### src/rtl/opnd_deser80_pkg.sv
// Shared constants and state type for the 80-bit adder operand deserializer.
package opnd_deser80_pkg;

  localparam int ADD_WORD_W    = 16;
  localparam int ADD_NUM_WORDS = 5;
  localparam int ADD_W         = ADD_WORD_W * ADD_NUM_WORDS;
  localparam int CNT_W         = $clog2(ADD_NUM_WORDS);

  typedef enum logic {
    COLLECT = 1'b0,
    HOLD    = 1'b1
  } state_t;

endpackage

### src/rtl/opnd_deser80_word_slot.sv
// One operand word position: an enabled A/B register pair cleared by async reset.
module opnd_deser80_word_slot
  import opnd_deser80_pkg::*;
#(
  parameter int WORD_W = ADD_WORD_W
) (
  input  logic              clk,
  input  logic              rst_n,
  input  logic              wr_en,
  input  logic [WORD_W-1:0] wr_a,
  input  logic [WORD_W-1:0] wr_b,
  output logic [WORD_W-1:0] slot_a,
  output logic [WORD_W-1:0] slot_b
);

  logic [WORD_W-1:0] a_reg;
  logic [WORD_W-1:0] b_reg;

  always_ff @(posedge clk or negedge rst_n) begin
    if (!rst_n) begin
      a_reg <= '0;
      b_reg <= '0;
    end else if (wr_en) begin
      a_reg <= wr_a;
      b_reg <= wr_b;
    end
  end

  assign slot_a = a_reg;
  assign slot_b = b_reg;

endmodule

### src/rtl/opnd_deser80.sv
// Collects five 16-bit A/B word pairs (LSB first) into one 80-bit operand set
// and holds it stable for the adder until it is accepted.
module opnd_deser80
  import opnd_deser80_pkg::*;
#(
  parameter int WORD_W    = ADD_WORD_W,
  parameter int NUM_WORDS = ADD_NUM_WORDS
) (
  input  logic                        clk,
  input  logic                        rst_n,
  input  logic                        in_valid,
  output logic                        in_ready,
  input  logic [WORD_W-1:0]           in_a,
  input  logic [WORD_W-1:0]           in_b,
  input  logic                        in_cin,
  input  logic                        in_last,
  input  logic                        flush,
  output logic                        out_valid,
  input  logic                        out_ready,
  output logic [WORD_W*NUM_WORDS-1:0] out_a,
  output logic [WORD_W*NUM_WORDS-1:0] out_b,
  output logic                        out_cin,
  output logic                        frame_err
);

  localparam int CW = (NUM_WORDS > 1) ? $clog2(NUM_WORDS) : 1;

  state_t          state_reg, state_next;
  logic [CW-1:0]   cnt_reg, cnt_next;
  logic            out_valid_reg;
  logic            frame_err_reg, frame_err_next;
  logic            cin_reg;

  logic            beat;
  logic            is_final;
  logic            set_done;
  logic            bad_frame;

  // A beat presented together with flush is dropped.
  assign beat      = in_valid && in_ready && !flush;
  assign is_final  = (cnt_reg == CW'(NUM_WORDS - 1));
  assign set_done  = beat && in_last && is_final;
  assign bad_frame = beat && (in_last != is_final);

  always_ff @(posedge clk or negedge rst_n) begin
    if (!rst_n) begin
      state_reg <= COLLECT;
    end else begin
      state_reg <= state_next;
    end
  end

  always_comb begin
    state_next = state_reg;
    case (state_reg)
      COLLECT: if (set_done)  state_next = HOLD;
      HOLD:    if (out_ready) state_next = COLLECT;
      default:                state_next = COLLECT;
    endcase
    if (flush) state_next = COLLECT;
  end

  always_comb begin
    in_ready = (state_reg == COLLECT);
  end

  always_comb begin
    cnt_next       = cnt_reg;
    frame_err_next = 1'b0;
    if (flush) begin
      cnt_next = '0;
    end else if (beat) begin
      if (bad_frame) begin
        cnt_next       = '0;
        frame_err_next = 1'b1;
      end else if (set_done) begin
        cnt_next = '0;
      end else begin
        cnt_next = cnt_reg + 1'b1;
      end
    end else if (state_reg == HOLD && out_ready) begin
      cnt_next = '0;
    end
  end

  always_ff @(posedge clk or negedge rst_n) begin
    if (!rst_n) begin
      cnt_reg       <= '0;
      out_valid_reg <= 1'b0;
      frame_err_reg <= 1'b0;
      cin_reg       <= 1'b0;
    end else begin
      cnt_reg       <= cnt_next;
      out_valid_reg <= (state_next == HOLD);
      frame_err_reg <= frame_err_next;
      if (beat && cnt_reg == '0) begin
        cin_reg <= in_cin;
      end
    end
  end

  // Each beat lands directly in its word slot; slots are never cleared except by reset.
  generate
    for (genvar gi = 0; gi < NUM_WORDS; gi++) begin : g_slot
      logic slot_wr;
      assign slot_wr = beat && (cnt_reg == CW'(gi));

      opnd_deser80_word_slot #(
        .WORD_W (WORD_W)
      ) u_slot (
        .clk    (clk),
        .rst_n  (rst_n),
        .wr_en  (slot_wr),
        .wr_a   (in_a),
        .wr_b   (in_b),
        .slot_a (out_a[gi*WORD_W +: WORD_W]),
        .slot_b (out_b[gi*WORD_W +: WORD_W])
      );
    end
  endgenerate

  assign out_valid = out_valid_reg;
  assign out_cin   = cin_reg;
  assign frame_err = frame_err_reg;

endmodule

### config.mk
export PLATFORM = sky130hd
export DESIGN_NAME = opnd_deser80
export DESIGN_NICKNAME = d
export VERILOG_FILES = /design/src/rtl/opnd_deser80_pkg.sv /design/src/rtl/opnd_deser80_word_slot.sv /design/src/rtl/opnd_deser80.sv
export SDC_FILE = /design/constraint.sdc
export NUM_CORES = 1
export LEC_CHECK = 0
export BUFFER_PORTS_ARGS = -buffer_cell sky130_fd_sc_hd__buf_4
export CORE_MARGIN = 4
export CORE_UTILIZATION = 46
export DETAILED_ROUTE_END_ITERATION = 12
export GPL_TIMING_DRIVEN = 0
export PLACE_DENSITY = 0.76
export REMOVE_ABC_BUFFERS = 1
export SLEW_MARGIN = 40
export SYNTH_ARGS = -nofsm -noshare
export SYNTH_HDL_FRONTEND = slang
export SYNTH_SLANG_ARGS = --single-unit
### constraint.sdc
create_clock -name clk -period 1.5 [get_ports clk]
set_input_delay 0.3 -clock clk [delete_from_list [all_inputs] [get_ports clk]]
set_output_delay 0.3 -clock clk [all_outputs]
set_load 0.01 [all_outputs]
==> out/results.tsv <==
stage	metric	value	unit
outcome	status	finished with violations	
outcome	violations	negative setup slack	
setup_path	critPathBufInv	2	
placed_design	portBuffers	202	
floorplan	rows	42	
detailed_routing	vias	4192	
timing	layout_min_cycle_time	1788	ps
floorplan	dieArea	15910	um2
timing	fmax	559.2	MHz
clock_tree	clock_latency	410	ps
power	p_comb_frac	0.209	
setup_path	crit_chain	or3b_4 > buf_6 > nand3b_4 > buf_12 > mux2_4	
grt	grt_pass1_vias	4633	
power	leakage	0.004784	uW
cells_and_area	nets	653	
placed_design	pre_cts_ws	-848.0	ps
clock_tree	htreeDepth	4	
power	switching_share	0.2538	
synth	syn_area_per_cell	17.26	um2
timing	hold_violations	0	
synth	yosysTopAreaCell	dfrtp_1	
floorplan	die_width	126.1	um
synth	synth_top_cell_area_share	0.6470	
setup_path	crit_type	register to register	
floorplan	io_pins	203	
clock_tree	cts_tree	built	
detailed_routing	wl_per_cell	22.44	um
clock_tree	path_clk_slew	60	ps
setup_path	r2r_start	out_valid	
setup_path	startpoint	out_valid	
detailed_routing	drtAntennaViolNets	0	
min_path	hold_class	input port to register	
placed_design	hpwl	10330	um
cells_and_area	layout_commonest_cell	buf_4	
timing	slew_viol_final	0	
power	clkPwrFrac	0.343	
cells_and_area	final_util	0.7002	
grt	overflow	0	
setup_path	worst_setup_path_start_kind	register	
detailed_routing	dr.pass1.iters	4	
timing	rsz0062_at_grt	yes	
detailed_routing	post_drt_via_cell_ratio	5.260	
setup_path	crit_arrival	2080	ps
synth	syn_area	6420	um2
synth	synthCells	372	
cells_and_area	diodes	0	
setup_path	cpMaxStageDelayCell	or3b_4	
timing	layout_setup_ws	-288.2	ps
synth	synth.area.top_cells	dfrtp_1 (65%), mux2_2 (22%), mux2_4 (7.0%)	
placed_design	place_congestion	0.7677	
clock_tree	cts_inserted_buffers	17	
setup_path	crit_fanout	12	
floorplan	start_util	0.4772	
power	irDropWorstVdd	798.3	uV
timing	clock_skew	7.667	ps
floorplan	die_y	126.1	um
grt	grt_max_degree	79	
min_path	min_from	flush	
setup_path	cp_slowest_stage_delay	440	ps
setup_path	crit_path_end_kind	register	
synth	yosys_warnings	0	
cells_and_area	area_growth	46.74	%
detailed_routing	wl	17890	um
setup_path	crit_required	1800	ps
cells_and_area	drive_gt1_frac	0.7053	
grt	antenna_found_initial	0	
clock_tree	ctsRootBufferMaster	clkbuf_16	
synth	seq_area_frac_synth	0.6470	
job	maxCapViolations	0	
synth	yosysUniqueCellTypes	23	
synth	synth-seq-cells	166	
power	power.density	1310	nW/um2
detailed_routing	drt-initial-drc-count	150	
setup_path	worst_path_dominant_cell_family	simple AND/OR/NAND/NOR gates	
clock_tree	clock_path_buffers	2	
clock_tree	cts.sinks	166	
power	pwr-share-seq	0.448	
power	internal_power	9206	uW
timing	fin_crit_sh	1.192	
timing	relSlewSlack	0.6948	
floorplan	design.core.area	13450	um2
timing	worst_slew_pin_slew	457.8	ps
cells_and_area	final_cell_mix	buf_4 (206), dfrtp_1 (165), mux2_2 (81), mux2_4 (79), clkbuf_16 (19)	
power	switchingPower	3131	uW
grt	grt_pass1_wl	26830	um
timing	finalSetupViolations	164	
detailed_routing	drcViolationCount	0	
grt	grt_usage	0.2185	
[cell families after synthesis]
kind of cell	Yosys count	share of synthesized area
DFF	166	0.6470
muxes	162	0.3017
buffers and inverters	22	0.02124
and+or+nand+nor	12	0.01403
adders and majority gates	5	0.009745
AOI/OAI and AO/OA	4	0.004872
xor gates and xnor gates	1	0.001365
[worst register-to-register path: cells and delay by family, from the launching register on]
family | cells | cell delay [ps]
flops | 1 | 410
simple gates | 2 | 610
mux | 1 | 330
buf+inv | 2 | 330
[area by class of cell]
cell class	count	area, um2
clock inverter	9	101.3
clock buffer	22	474.2
tap	176	220.2
inverter	6	22.52
multi-input combinational	188	2482
timing repair buffer	230	1964
fill	912	4033
sequential	166	4155
[stage by stage]
stage	hold WS, ps	cells	setup TNS, ps	power [uW]	area [um2]
4_1_cts	83.88	794	-32810	12370	9319
3_5_place_dp	172.1	740	-81830	8015	8229
5_1_grt	109.4	797	-45700	12860	9420
2_1_floorplan	4.409	356	-91770	6507	6306
3_3_place_gp	475.3	734	-289310	7896	8043
6_report	94.89	797	-36480	12340	9420
[power by group through the flow]
stage,clock network [uW],registers [uW],logic [uW]
2_1_floorplan,0,5830,681
3_3_place_gp,0,5540,2360
3_5_place_dp,0,5570,2440
4_1_cts,4310,5510,2550
5_1_grt,4510,5600,2760
6_report,4240,5520,2580
[cell usage after synthesis]
library cell  number
or2_2              1
nand2b_1           1
nor3b_1            1
nor2_1             1
mux2_2           124
xor2_1             1
nand2_1            3
mux2_1             8
nor4b_1            1
or3b_1             1
mux2_4            30
buf_4              6
nand3b_4           1
buf_6              3
a22o_1             2
ha_1               5
a21oi_1            1
nor2_4             1
inv_1              6
dfrtp_1          166
o2bb2ai_1          1
nor2_2             1
buf_2              7
[layer usage]
layer  global-route usage  part of all wire  wire (um)
met1               0.2706              0.40       7182
met2               0.3581              0.49       8806
met3              0.06774             0.079       1418
met4              0.08896             0.027        480
met5                    0                 0          0
[what timing repair did]
item                                    in CTS  in global routing
pin swaps                                    5                  3
hold endpoints to repair                    26                  0
gates resized for setup                     66                 22
endpoints found under the setup margin     165                164
cloned                                       5                  3
hold buffers                                 1                  0
buffers inserted                            18                  3
[worst paths after layout]
path / endpoint / slack, ps / cells after the start
setup / recovery: g_slot[2].u_slot.slot_a[2] / -290 / 5
hold / removal: out_valid / 90 / 2
setup reg to reg: g_slot[2].u_slot.slot_a[2] / -290 / 5
hold reg to reg: g_slot[4].u_slot.slot_b[0] / 510 / 1
max in group asynchronous: out_valid / 500 / 3
min in group asynchronous: g_slot[4].u_slot.slot_a[1] / 330 / 2
No activity file was read; power rests on OpenSTA's default activity.
